==> config.mk <==
export PLATFORM = sky130hd
export DESIGN_NAME = axi_tdd_ng_sequencer
export DESIGN_NICKNAME = d
export VERILOG_FILES = /design/src/rtl/axi_tdd_ng_pkg.sv /design/src/rtl/axi_tdd_ng_sequencer.sv
export SDC_FILE = /design/constraint.sdc
export NUM_CORES = 1
export LEC_CHECK = 0
export CORE_UTILIZATION = 40
export CTS_BUF_LIST = sky130_fd_sc_hd__clkbuf_4 sky130_fd_sc_hd__clkbuf_8 sky130_fd_sc_hd__clkbuf_16
export CTS_CLUSTER_SIZE = 10
export DETAILED_ROUTE_END_ITERATION = 16
export PLACE_DENSITY = 0.59
export SLEW_MARGIN = 10
export SYNTH_ARGS = -nofsm -noshare
export SYNTH_HDL_FRONTEND = slang
export SYNTH_SLANG_ARGS = --single-unit
==> constraint.sdc <==
create_clock -name clk -period 12 [get_ports clk]
set_clock_uncertainty 0.1 [all_clocks]
set_input_delay 1.8 -clock clk [delete_from_list [all_inputs] [get_ports clk]]
set_output_delay 1.8 -clock clk [all_outputs]
set_load 0.02 [all_outputs]
==> src/rtl/axi_tdd_ng_pkg.sv <==
// Shared types for the TDD engine.
// Used by the sequencer and the channel array.
package axi_tdd_ng_pkg;

    typedef enum logic [1:0] {
        IDLE    = 2'b00,
        ARMED   = 2'b01,
        WAITING = 2'b10,
        RUNNING = 2'b11
    } state_t;

endpackage

==> src/rtl/axi_tdd_ng_sequencer.sv <==
// TDD frame sequencer: state machine, delay/frame
// counter and burst frame counter driving the channel timebase.
module axi_tdd_ng_sequencer
    import axi_tdd_ng_pkg::*;
#(
    parameter int REGISTER_WIDTH    = 32,
    parameter int BURST_COUNT_WIDTH = 32
) (
    input  logic                         clk,
    input  logic                         resetn,
    input  logic                         tdd_enable,
    input  logic                         tdd_sync_en,
    input  logic                         tdd_sync_ext,
    input  logic                         tdd_sync_soft,
    input  logic                         tdd_sync_rst,
    input  logic [REGISTER_WIDTH-1:0]    tdd_startup_delay,
    input  logic [REGISTER_WIDTH-1:0]    tdd_frame_length,
    input  logic [BURST_COUNT_WIDTH-1:0] tdd_burst_count,
    output logic [REGISTER_WIDTH-1:0]    tdd_counter,
    output state_t                       tdd_cstate,
    output logic                         tdd_endof_frame,
    output logic                         tdd_endof_burst
);

    localparam logic [REGISTER_WIDTH-1:0]    R_ONE = REGISTER_WIDTH'(1);
    localparam logic [BURST_COUNT_WIDTH-1:0] B_ONE = BURST_COUNT_WIDTH'(1);

    state_t                       state_nxt;
    logic [REGISTER_WIDTH-1:0]    sh_delay;
    logic [REGISTER_WIDTH-1:0]    sh_len;
    logic [BURST_COUNT_WIDTH-1:0] sh_burst;
    logic [BURST_COUNT_WIDTH-1:0] frame_cnt;
    logic [BURST_COUNT_WIDTH-1:0] frame_cnt_nxt;
    logic [REGISTER_WIDTH-1:0]    counter_nxt;
    logic [REGISTER_WIDTH-1:0]    d_sel;
    logic [REGISTER_WIDTH-1:0]    l_cur;
    logic [REGISTER_WIDTH-1:0]    l_sel;
    logic [BURST_COUNT_WIDTH-1:0] b_sel;
    logic                         trig;
    logic                         restart;
    logic                         capture;
    logic                         delay_done;
    logic                         frame_done;
    logic                         burst_done;
    logic                         eof_nxt;
    logic                         eob_nxt;

    // Trigger decode, restart/capture qualification and end-of-period flags
    always_comb begin
        trig    = tdd_sync_soft | (tdd_sync_en & tdd_sync_ext);
        restart = trig & tdd_sync_rst &
                  ((tdd_cstate == WAITING) | (tdd_cstate == RUNNING));
        capture = tdd_enable & ((trig & (tdd_cstate == ARMED)) | restart);
        d_sel   = capture ? tdd_startup_delay : sh_delay;
        l_cur   = (sh_len == '0) ? R_ONE : sh_len;
        l_sel   = capture ? tdd_frame_length : sh_len;
        if (l_sel == '0) l_sel = R_ONE;
        b_sel   = capture ? tdd_burst_count : sh_burst;
        delay_done = (tdd_counter == sh_delay - R_ONE);
        frame_done = (tdd_cstate == RUNNING) &&
                     (tdd_counter == l_cur - R_ONE);
        burst_done = frame_done && (sh_burst != '0) &&
                     (frame_cnt == sh_burst - B_ONE);
    end

    // State register
    always_ff @(posedge clk) begin
        if (!resetn) tdd_cstate <= IDLE;
        else         tdd_cstate <= state_nxt;
    end

    // Next-state logic; disable overrides every other event
    always_comb begin
        state_nxt = tdd_cstate;
        if (!tdd_enable) begin
            state_nxt = IDLE;
        end else if (restart) begin
            state_nxt = (d_sel != '0) ? WAITING : RUNNING;
        end else begin
            unique case (tdd_cstate)
                IDLE:    state_nxt = ARMED;
                ARMED:   if (trig)
                             state_nxt = (d_sel != '0) ? WAITING : RUNNING;
                WAITING: if (delay_done) state_nxt = RUNNING;
                RUNNING: if (burst_done) state_nxt = ARMED;
            endcase
        end
    end

    // Counter/frame-count next values and look-ahead end pulses
    always_comb begin
        counter_nxt   = '0;
        frame_cnt_nxt = '0;
        if (tdd_enable && !capture) begin
            unique case (tdd_cstate)
                WAITING: begin
                    counter_nxt   = delay_done ? '0 : tdd_counter + R_ONE;
                    frame_cnt_nxt = frame_cnt;
                end
                RUNNING: begin
                    counter_nxt   = frame_done ? '0 : tdd_counter + R_ONE;
                    frame_cnt_nxt = !frame_done ? frame_cnt :
                                    burst_done  ? '0 : frame_cnt + B_ONE;
                end
                default: ;
            endcase
        end
        eof_nxt = (state_nxt == RUNNING) && (counter_nxt == l_sel - R_ONE);
        eob_nxt = eof_nxt && (b_sel != '0) &&
                  (frame_cnt_nxt == b_sel - B_ONE);
    end

    // Datapath registers: shadows, counters and registered pulses
    always_ff @(posedge clk) begin
        if (!resetn) begin
            sh_delay        <= '0;
            sh_len          <= '0;
            sh_burst        <= '0;
            frame_cnt       <= '0;
            tdd_counter     <= '0;
            tdd_endof_frame <= 1'b0;
            tdd_endof_burst <= 1'b0;
        end else begin
            if (capture) begin
                sh_delay <= tdd_startup_delay;
                sh_len   <= tdd_frame_length;
                sh_burst <= tdd_burst_count;
            end
            frame_cnt       <= frame_cnt_nxt;
            tdd_counter     <= counter_nxt;
            tdd_endof_frame <= eof_nxt;
            tdd_endof_burst <= eob_nxt;
        end
    end

endmodule

==> After elaboration in Yosys (flattened, before gate mapping) <==
Index checks and enable logic that the tools add are counted.
W data, S select, Z words.
{ "totals": {"ff_bits": 164, "inputBits": 103, "output_inout_bits": 36, "word_cells": 66} }
{ "classes": {"n_bitwise": 8, "reduce_logical": 14, "eq_ne": 9, "mux": 20, "add_sub_neg": 7} }
{ "ops": {"columns": ["cell", "count"], "rows": [
  ["$mux W32", 11],
  ["$eq A32 B32 Y1", 5],
  ["$sub A32 B1 Y32 const B", 5],
  ["$pmux W32 S2", 2],
  ["$reduce_bool A32 Y1", 3],
  ["$add A32 B1 Y32 const B", 2],
  ["$logic_not A32 Y1", 2],
  ["$mux W2", 5],
  ["$pmux W2 S4", 1],
  ["$logic_and A1 B1 Y1", 7],
  ["$eq A2 B2 Y1 const B", 3],
  ["$and A1 B1 Y1", 5],
  ["$or A1 B1 Y1", 3],
  ["$eq A2 B1 Y1 const B", 1],
  ["$logic_not A2 Y1", 1],
  ["$logic_not A1 Y1", 1],
  ["$mux W1", 1]
]} }

==> Longest topological paths before layout <==
Gate-level depths: netlist of the first run.
{ "depth": {"depth_word": 17, "mapped_depth": 24, "mapped_depth_nobuf": 19} }

==> Worst setup path before layout of the first run <==
OpenSTA, ideal clock, no wires.
{ "synth_timing": {"path_type": "input -> register", "start": "input port tdd_enable", "end": "register tdd_endof_burst", "stages": 24, "setup_slack_ns": 3.708, "setup_time_ns": 0.079, "n_path_buf": 7, "t_arrival_ns": 8.112, "required_time_ns": 11.821, "path_cell_list": "buf_2 > inv_1 > nor3_1 > clkbuf_1 > buf_1 > buf_1 > clkbuf_1 > clkbuf_1 > mux2i_1 > ha_1 > clkbuf_1 > nor2b_1 > nand3_1 > nor2_1 > xor2_1 > mux2i_1 > nor2b_1 > a41oi_1 > or4_1 > a2111oi_4 > o221ai_2 > nor4_2 > nand4_1 > a211oi_2"} }
{ "synth_via": {"elab_chain_len": 12, "elab_cells_between_ends": 25, "cone_classes": "2 x add/sub; 3 x eq/ne; 11 x mux; 1 x bitwise; 8 x reduce/logical"} }
{ "synth_rtl": {"columns": ["item", "line", "text"], "rows": [
  ["start, declared", "axi_tdd_ng_sequencer.sv:11", "input logic tdd_enable,"],
  ["branches (longest 11 deep; another with $sub A32 B1 Y32)", null, null],
  ["$logic_and A1 B1 Y1 (*)", "axi_tdd_ng_sequencer.sv:109", "eob_nxt = eof_nxt && (b_sel != '0) &&"],
  ["end signal, assigned", "axi_tdd_ng_sequencer.sv:132", "tdd_endof_burst <= eob_nxt;"],
  ["end, declared", "axi_tdd_ng_sequencer.sv:22", "output logic tdd_endof_burst"]
]} }
Every way passes the cells marked *.
A chain may end at the register's enable or synchronous reset.

==> Worst setup path in the final report of the first run <==
Same ends and word-level chain as after synthesis.

==> metrics.yaml, run 1 <==
grt_pass1_vias: 16575
area_delta_synth_final_pct: 12.8
multi_input_area_um2: 12100
insertion_delay_ns: 0.51
vias: 18298
final_util: 0.459
dieArea_um2: 41300
syn-cell-area_um2: 16200
cap_violations: 0
grt_pass1_wl_um: 109000
crit_required_ns: 12.33
vdd_ir_drop_max_mv: 0.115
first_pass_iters: 5
fin_cells: 2791
cts_hold_buffers: 0
post_cts_buffers: 0
antenna_found_initial: 0
synthFlopType: "dfxtp_1"
period_needed_ns: 8.70
wl_per_cell_um: 26.6
htree_num_levels: 4
cts_buffers: 17
routed_wl_um: 74100
yosysSeqAreaShare: 0.203
port_buffers: 138
clk_pin_slew_ns: 0.08
routed.top_layer: "met4"
drt-initial-drc-count: 2587
ff_latch_area_um2: 3280
start_util: 0.407
root_buffer: "clkbuf_16"
holdWs_ns: 0.384
wl_met3_um: 8640
n_fill_cell: 4131
period_share: 0.725
cts_tree: "built"
avgSynthCellArea_um2: 7.18
slew_violations: 0
power.total_mw: 1.93
crit_arrival_ns: 9.03
fin_tns_setup_ns: 0
coreArea_um2: 39800
drt-met1-wl_um: 33800
synthArstFlopShare: 0
clk_path_buf_depth: 2
hold_class: "flip-flop to flip-flop"
cellPowerDensity_nw_per_um2: 105
ios: 139
hold_viol_final: 0
routabilityCongestion: 1.05
dp.cells: 2759
status: "complete, no violations"
cts_sinks: 164
vias_per_cell: 6.56
num_antenna_cells: 0
fmax_ghz: 0.115
nNetsFinal: 2365
rsz0062_at_grt: "no"
syn_inst: 2257
drc: 0
die_h_um: 203
crit_type: "input pin to flip-flop"
cp-end-kind: "flip-flop"
ctsResizeCount: 0
synth_edf_count: 0
fin_area_um2: 18300
path_max_fanout: 44
yosysUniqueCellTypes: 100
fp.dieW_um: 203
syn_nets: 2369
finalWorstSetupSlack_ns: 3.30
post-place-ws_ns: 2.99
rows: 73
maxSlewHeadroom: 0.199
grt_max_degree: 111
grt_usage: 0.356
yosys_register_bits: 164
critical_path.startpoint_type: "input pin"
hpwl_um: 58000
drive_gt1_frac: 0.0455
worst_pin_slew_ns: 1.19
wl_met2_um: 29700
p_leak_nw: 6.27
place_area_um2: 17700
grt_overflow: 0
final_antenna_net_count: 0
yosysWarnings: 0
setup_violations: 0
routing by layer:
| layer | up-vias | track usage |
|---|---|---|
| li1 | 8266 | - |
| met1 | 8778 | 0.532 |
| met2 | 1143 | 0.489 |
| met3 | 111 | 0.0791 |
| met4 | 0 | 0.126 |
| met5 | - | 0 |
worst paths after layout:
kind | start | end | slack (ns) | cells after the start
setup / recovery | tdd_enable | tdd_endof_burst$_SDFF_PN0_ | 3.30 | 21
hold / removal | sh_delay[31]$_SDFF_PN0_ | sh_delay[31]$_SDFF_PN0_ | 0.38 | 2
setup reg to reg | sh_len[10]$_SDFF_PN0_ | tdd_endof_burst$_SDFF_PN0_ | 4.47 | 16
hold reg to reg | sh_delay[31]$_SDFF_PN0_ | sh_delay[31]$_SDFF_PN0_ | 0.38 | 2
sequential cells by signal, indices dropped and copies added (netlist names):
register,cells
frame_cnt,32
sh_burst,32
sh_delay,32
sh_len,32
tdd_counter,32
tdd_cstate,2
tdd_endof_burst,1
tdd_endof_frame,1
logic make-up (layout without fill, tap and decap cells):
| family | count (synthesis) | after routing | synth area share |
|---|---|---|---|
| fa+ha+maj | 9 | 9 | 0.00695 |
| xor+xnor | 256 | 256 | 0.142 |
| buf+inv | 215 | 224 | 0.0523 |
| mux | 63 | 63 | 0.0397 |
| compound gates | 444 | 444 | 0.196 |
| simple gates | 1106 | 1106 | 0.361 |
| flops | 164 | 164 | 0.203 |
critical path, cell delays in order:
cell	delay (ns)
clkdlybuf4s50_1	1.00
inv_1	0.34
nor3_2	0.24
buf_4	0.50
nor3_1	0.18
a31oi_1	0.28
and2_1	0.27
ha_1	0.38
or4b_2	0.66
nor4b_1	0.33
a32oi_1	0.21
nor2_1	0.21
xnor2_1	0.17
nor3_1	0.08
a2111o_1	0.37
a2111o_1	0.36
nor4_1	0.23
o2111ai_1	0.15
nor4_1	0.81
nand4_1	0.22
a211oi_2	0.20
cell type report:
class / instances / share of cell area
Multi-Input combinational cell: 1878 / 0.662
Tap cell: 525 / 0.0359
Timing Repair Buffer: 157 / 0.0839
Inverter: 35 / 0.00718
Sequential cell: 164 / 0.180
Clock inverter: 14 / 0.00759
Clock buffer: 18 / 0.0237
cell usage after synthesis, types with 22 or more instances:
cell type    n  area [um^2]
nor2b_1     44          275
xnor2_1    137         1200
a31oi_1     22          138
a21boi_0    68          510
mux2i_1     53          531
nand4_1     59          369
a21oi_1     79          395
inv_1       35          131
and3_1      31          194
nor2_1     195          732
or4_1       46          345
dfxtp_1    164         3280
clkbuf_1   140          526
nand3_1     71          355
or3_1       44          275
o21ai_0     64          320
nand2_1    269         1010
and2_1      25          156
nor4_1      93          582
nor3_1     104          521
xor2_1     115         1010
cells in the final DEF, fill, tap and decap left out, types with 10 or more instances in the layout:
master / synthesis / routed
or4_1: 46 / 46
a211oi_1: 12 / 11
and4_1: 16 / 16
nand4_1: 59 / 59
nor3_1: 104 / 103
o41ai_1: 10 / 10
clkbuf_16: 0 / 17
xnor2_1: 137 / 137
and3_1: 31 / 31
o22ai_1: 15 / 15
nor2_1: 195 / 195
o31ai_1: 16 / 16
inv_1: 35 / 35
nor3b_1: 14 / 14
buf_4: 1 / 19
nand2b_1: 18 / 18
or2_2: 10 / 10
dfxtp_1: 164 / 164
or3_1: 44 / 44
nand4b_1: 11 / 11
nand3b_1: 10 / 10
mux2_2: 10 / 10
o21a_1: 12 / 12
nand2_1: 269 / 269
and2_1: 25 / 25
clkdlybuf4s50_1: 0 / 137
nor4b_1: 14 / 14
nor2b_1: 44 / 44
o21ai_0: 64 / 64
xor2_1: 115 / 115
nor4_1: 93 / 92
a21oi_1: 79 / 79
mux2i_1: 53 / 53
a31oi_1: 22 / 22
nand3_1: 71 / 70
o211ai_1: 13 / 13
a21boi_0: 68 / 68
where the power goes:
| part | total [mW] | switching (mW) | internal (mW) |
|---|---|---|---|
| combinational | 0.786 | 0.495 | 0.291 |
| sequential | 0.576 | 0.0228 | 0.553 |
| clock | 0.567 | 0.291 | 0.276 |
| total | 1.93 | 0.809 | 1.12 |
No activity file was read; power rests on OpenSTA's default activity.
==> inputs of run 2 (changes only) <==
- PLACE_DENSITY: 0.59 -> 0.61
- clock period: 12 -> 7 ns (I/O delays scaled with it)
==> run 2 against run 1 <==
Against the previous run: worst setup slack got worse by 2.8 ns; routed wire length rose by 1.8%; design area rose by 3.0%; clock-buffer cell count rose by 1.
==> metrics.yaml, run 2 (synthesis gave the netlist of run 1 again) <==
antenna_found_initial: 1  # +1
reg2reg_depth: 17  # +1
fin_tns_setup_ns: 0  # unchanged
root_buffer: "clkbuf_16"
layout_commonest_cell: "nand2_1"
r2r_start: "sh_len[10]$_SDFF_PN0_"
num_antenna_cells: 0  # unchanged
period_needed_ns: 6.52
setup_violations: 0  # unchanged
hold_viol_final: 0  # unchanged
cp-end-kind: "flip-flop"
start_util: 0.407  # unchanged
vias_per_cell: 6.49  # -0.94%
fin_cells: 2866  # +2.7%
grt_pass1_wl_um: 112000  # +2.4%
finalWorstSetupSlack_ns: 0.476  # -2.82 ns
coreArea_um2: 39800  # unchanged
drt-initial-drc-count: 2347  # -9.3%
cts_hold_buffers: 0  # unchanged
grt_usage: 0.363  # +0.00718
grt_overflow: 0  # unchanged
die_h_um: 203  # unchanged
crit_required_ns: 7.33  # -5.00 ns
fp.dieW_um: 203  # unchanged
cellPowerDensity_nw_per_um2: 178  # +69%
drive_gt1_frac: 0.0756  # +0.0302
insertion_delay_ns: 0.51  # about the same
vdd_ir_drop_max_mv: 0.247  # +110%
final_antenna_net_count: 0  # unchanged
grt_pass1_vias: 17143  # +3.4%
dieArea_um2: 41300  # unchanged
place_area_um2: 18300  # +3.2%
ios: 139  # unchanged
slew_violations: 0  # unchanged
cts_tree: "built"
power.total_mw: 3.36  # +74%
period_share: 0.932
hold_depth: 2  # unchanged
wl_per_cell_um: 26.3  # -0.88%
vias: 18613  # +1.7%
hold_path.startpoint: "sh_delay[31]$_SDFF_PN0_"
htree_num_levels: 4  # unchanged
post_cts_buffers: 0  # unchanged
hold_class: "flip-flop to flip-flop"
routed_wl_um: 75400  # +1.8%
p_leak_nw: 6.64  # +5.9%
fin_area_um2: 18800  # +3.0%
cap_violations: 0  # unchanged
first_pass_iters: 6  # +1
ctsResizeCount: 0  # unchanged
dp.cells: 2834  # +2.7%
grt_max_degree: 122  # +9.9%
cts_sinks: 164  # unchanged
port_buffers: 138  # unchanged
clk_path_buf_depth: 2  # unchanged
r2r_slack_ns: 0.68  # -3.79 ns
path_max_fanout: 25  # -43%
final_util: 0.473  # +0.0139
cts_buffers: 17  # unchanged
mostFrequentLayoutCells: "nand2_1, nor2_1, dfxtp_1, xnor2_1, clkdlybuf4s50_1"
crit_type: "input pin to flip-flop"
nNetsFinal: 2440  # +3.2%
maxSlewHeadroom: 0.243  # +0.0440
routabilityCongestion: 1.02  # -2.9%
reg2reg_to: "tdd_endof_burst$_SDFF_PN0_"
rsz0062_at_grt: "no"
holdWs_ns: 0.378  # -0.00640 ns
worst_pin_slew_ns: 1.14  # -0.0550 ns
fmax_ghz: 0.153
post-place-ws_ns: 0.0343  # -2.96 ns
drc: 0  # unchanged
hold-path-endpoint: "sh_delay[31]$_SDFF_PN0_"
critical_path.startpoint_type: "input pin"
area_delta_synth_final_pct: 16.2
hpwl_um: 59500  # +2.7%
rows: 73  # unchanged
clk_pin_slew_ns: 0.08  # about the same
status: "complete, no violations"
crit_arrival_ns: 6.86  # -2.17 ns
run 2: worst max-delay path, cell delays in order:
cell	delay (ns)
clkdlybuf4s50_1	0.43
a21oi_1	0.42
nor3_4	0.11
buf_4	0.25
and3_1	0.23
a21oi_1	0.19
and2_1	0.19
ha_1	0.34
or4b_2	0.68
nor4b_1	0.39
a32oi_1	0.23
nor2_1	0.23
xnor2_1	0.17
nor3_1	0.07
a2111o_1	0.37
a2111o_1	0.34
nor4_1	0.26
o2111ai_1	0.14
nor4_1	0.31
buf_4	0.19
nand4_1	0.09
a211oi_2	0.16
run 2: how the worst max path moves through the flow:
stage	depth (start not counted)	slack, ns	from	endpoint
final	22	0.48	tdd_sync_en	tdd_endof_burst$_SDFF_PN0_
after global routing	22	0.09	tdd_sync_en	tdd_endof_burst$_SDFF_PN0_
after CTS	22	0.55	tdd_sync_en	tdd_endof_burst$_SDFF_PN0_
after detailed placement	22	0.03	tdd_sync_en	tdd_endof_burst$_SDFF_PN0_
after global placement	22	0.15	tdd_sync_en	tdd_endof_burst$_SDFF_PN0_
after floorplan	24	0.04	tdd_enable	tdd_endof_burst$_SDFF_PN0_
run 2: power by group:
| part | internal (mW) | switching, mW | leakage [nW] |
|---|---|---|---|
| combinational | 0.538 | 0.879 | 5.05 |
| clock | 0.477 | 0.486 | 0.265 |
| sequential | 0.949 | 0.0330 | 1.32 |
run 2: metal layers:
| layer | vias to the layer above | share of wire | global-route usage |
|---|---|---|---|
| li1 | 8420 | - | - |
| met1 | 9072 | 0.46 | 0.541 |
| met2 | 1007 | 0.41 | 0.517 |
| met3 | 112 | 0.10 | 0.0708 |
| met4 | 2 | 0.025 | 0.110 |
| met5 | - | 0.00020 | 0 |
run 2: area by class of cell:
| cell class | instances | area [um^2] |
|---|---|---|
| inverter | 35 | 131 |
| clock inverter | 13 | 114 |
| clock buffer | 19 | 447 |
| timing repair buffer | 232 | 2100 |
| tap | 525 | 657 |
| sequential | 164 | 3280 |
| fill | 4142 | 21000 |
| multi-input combinational | 1878 | 12100 |
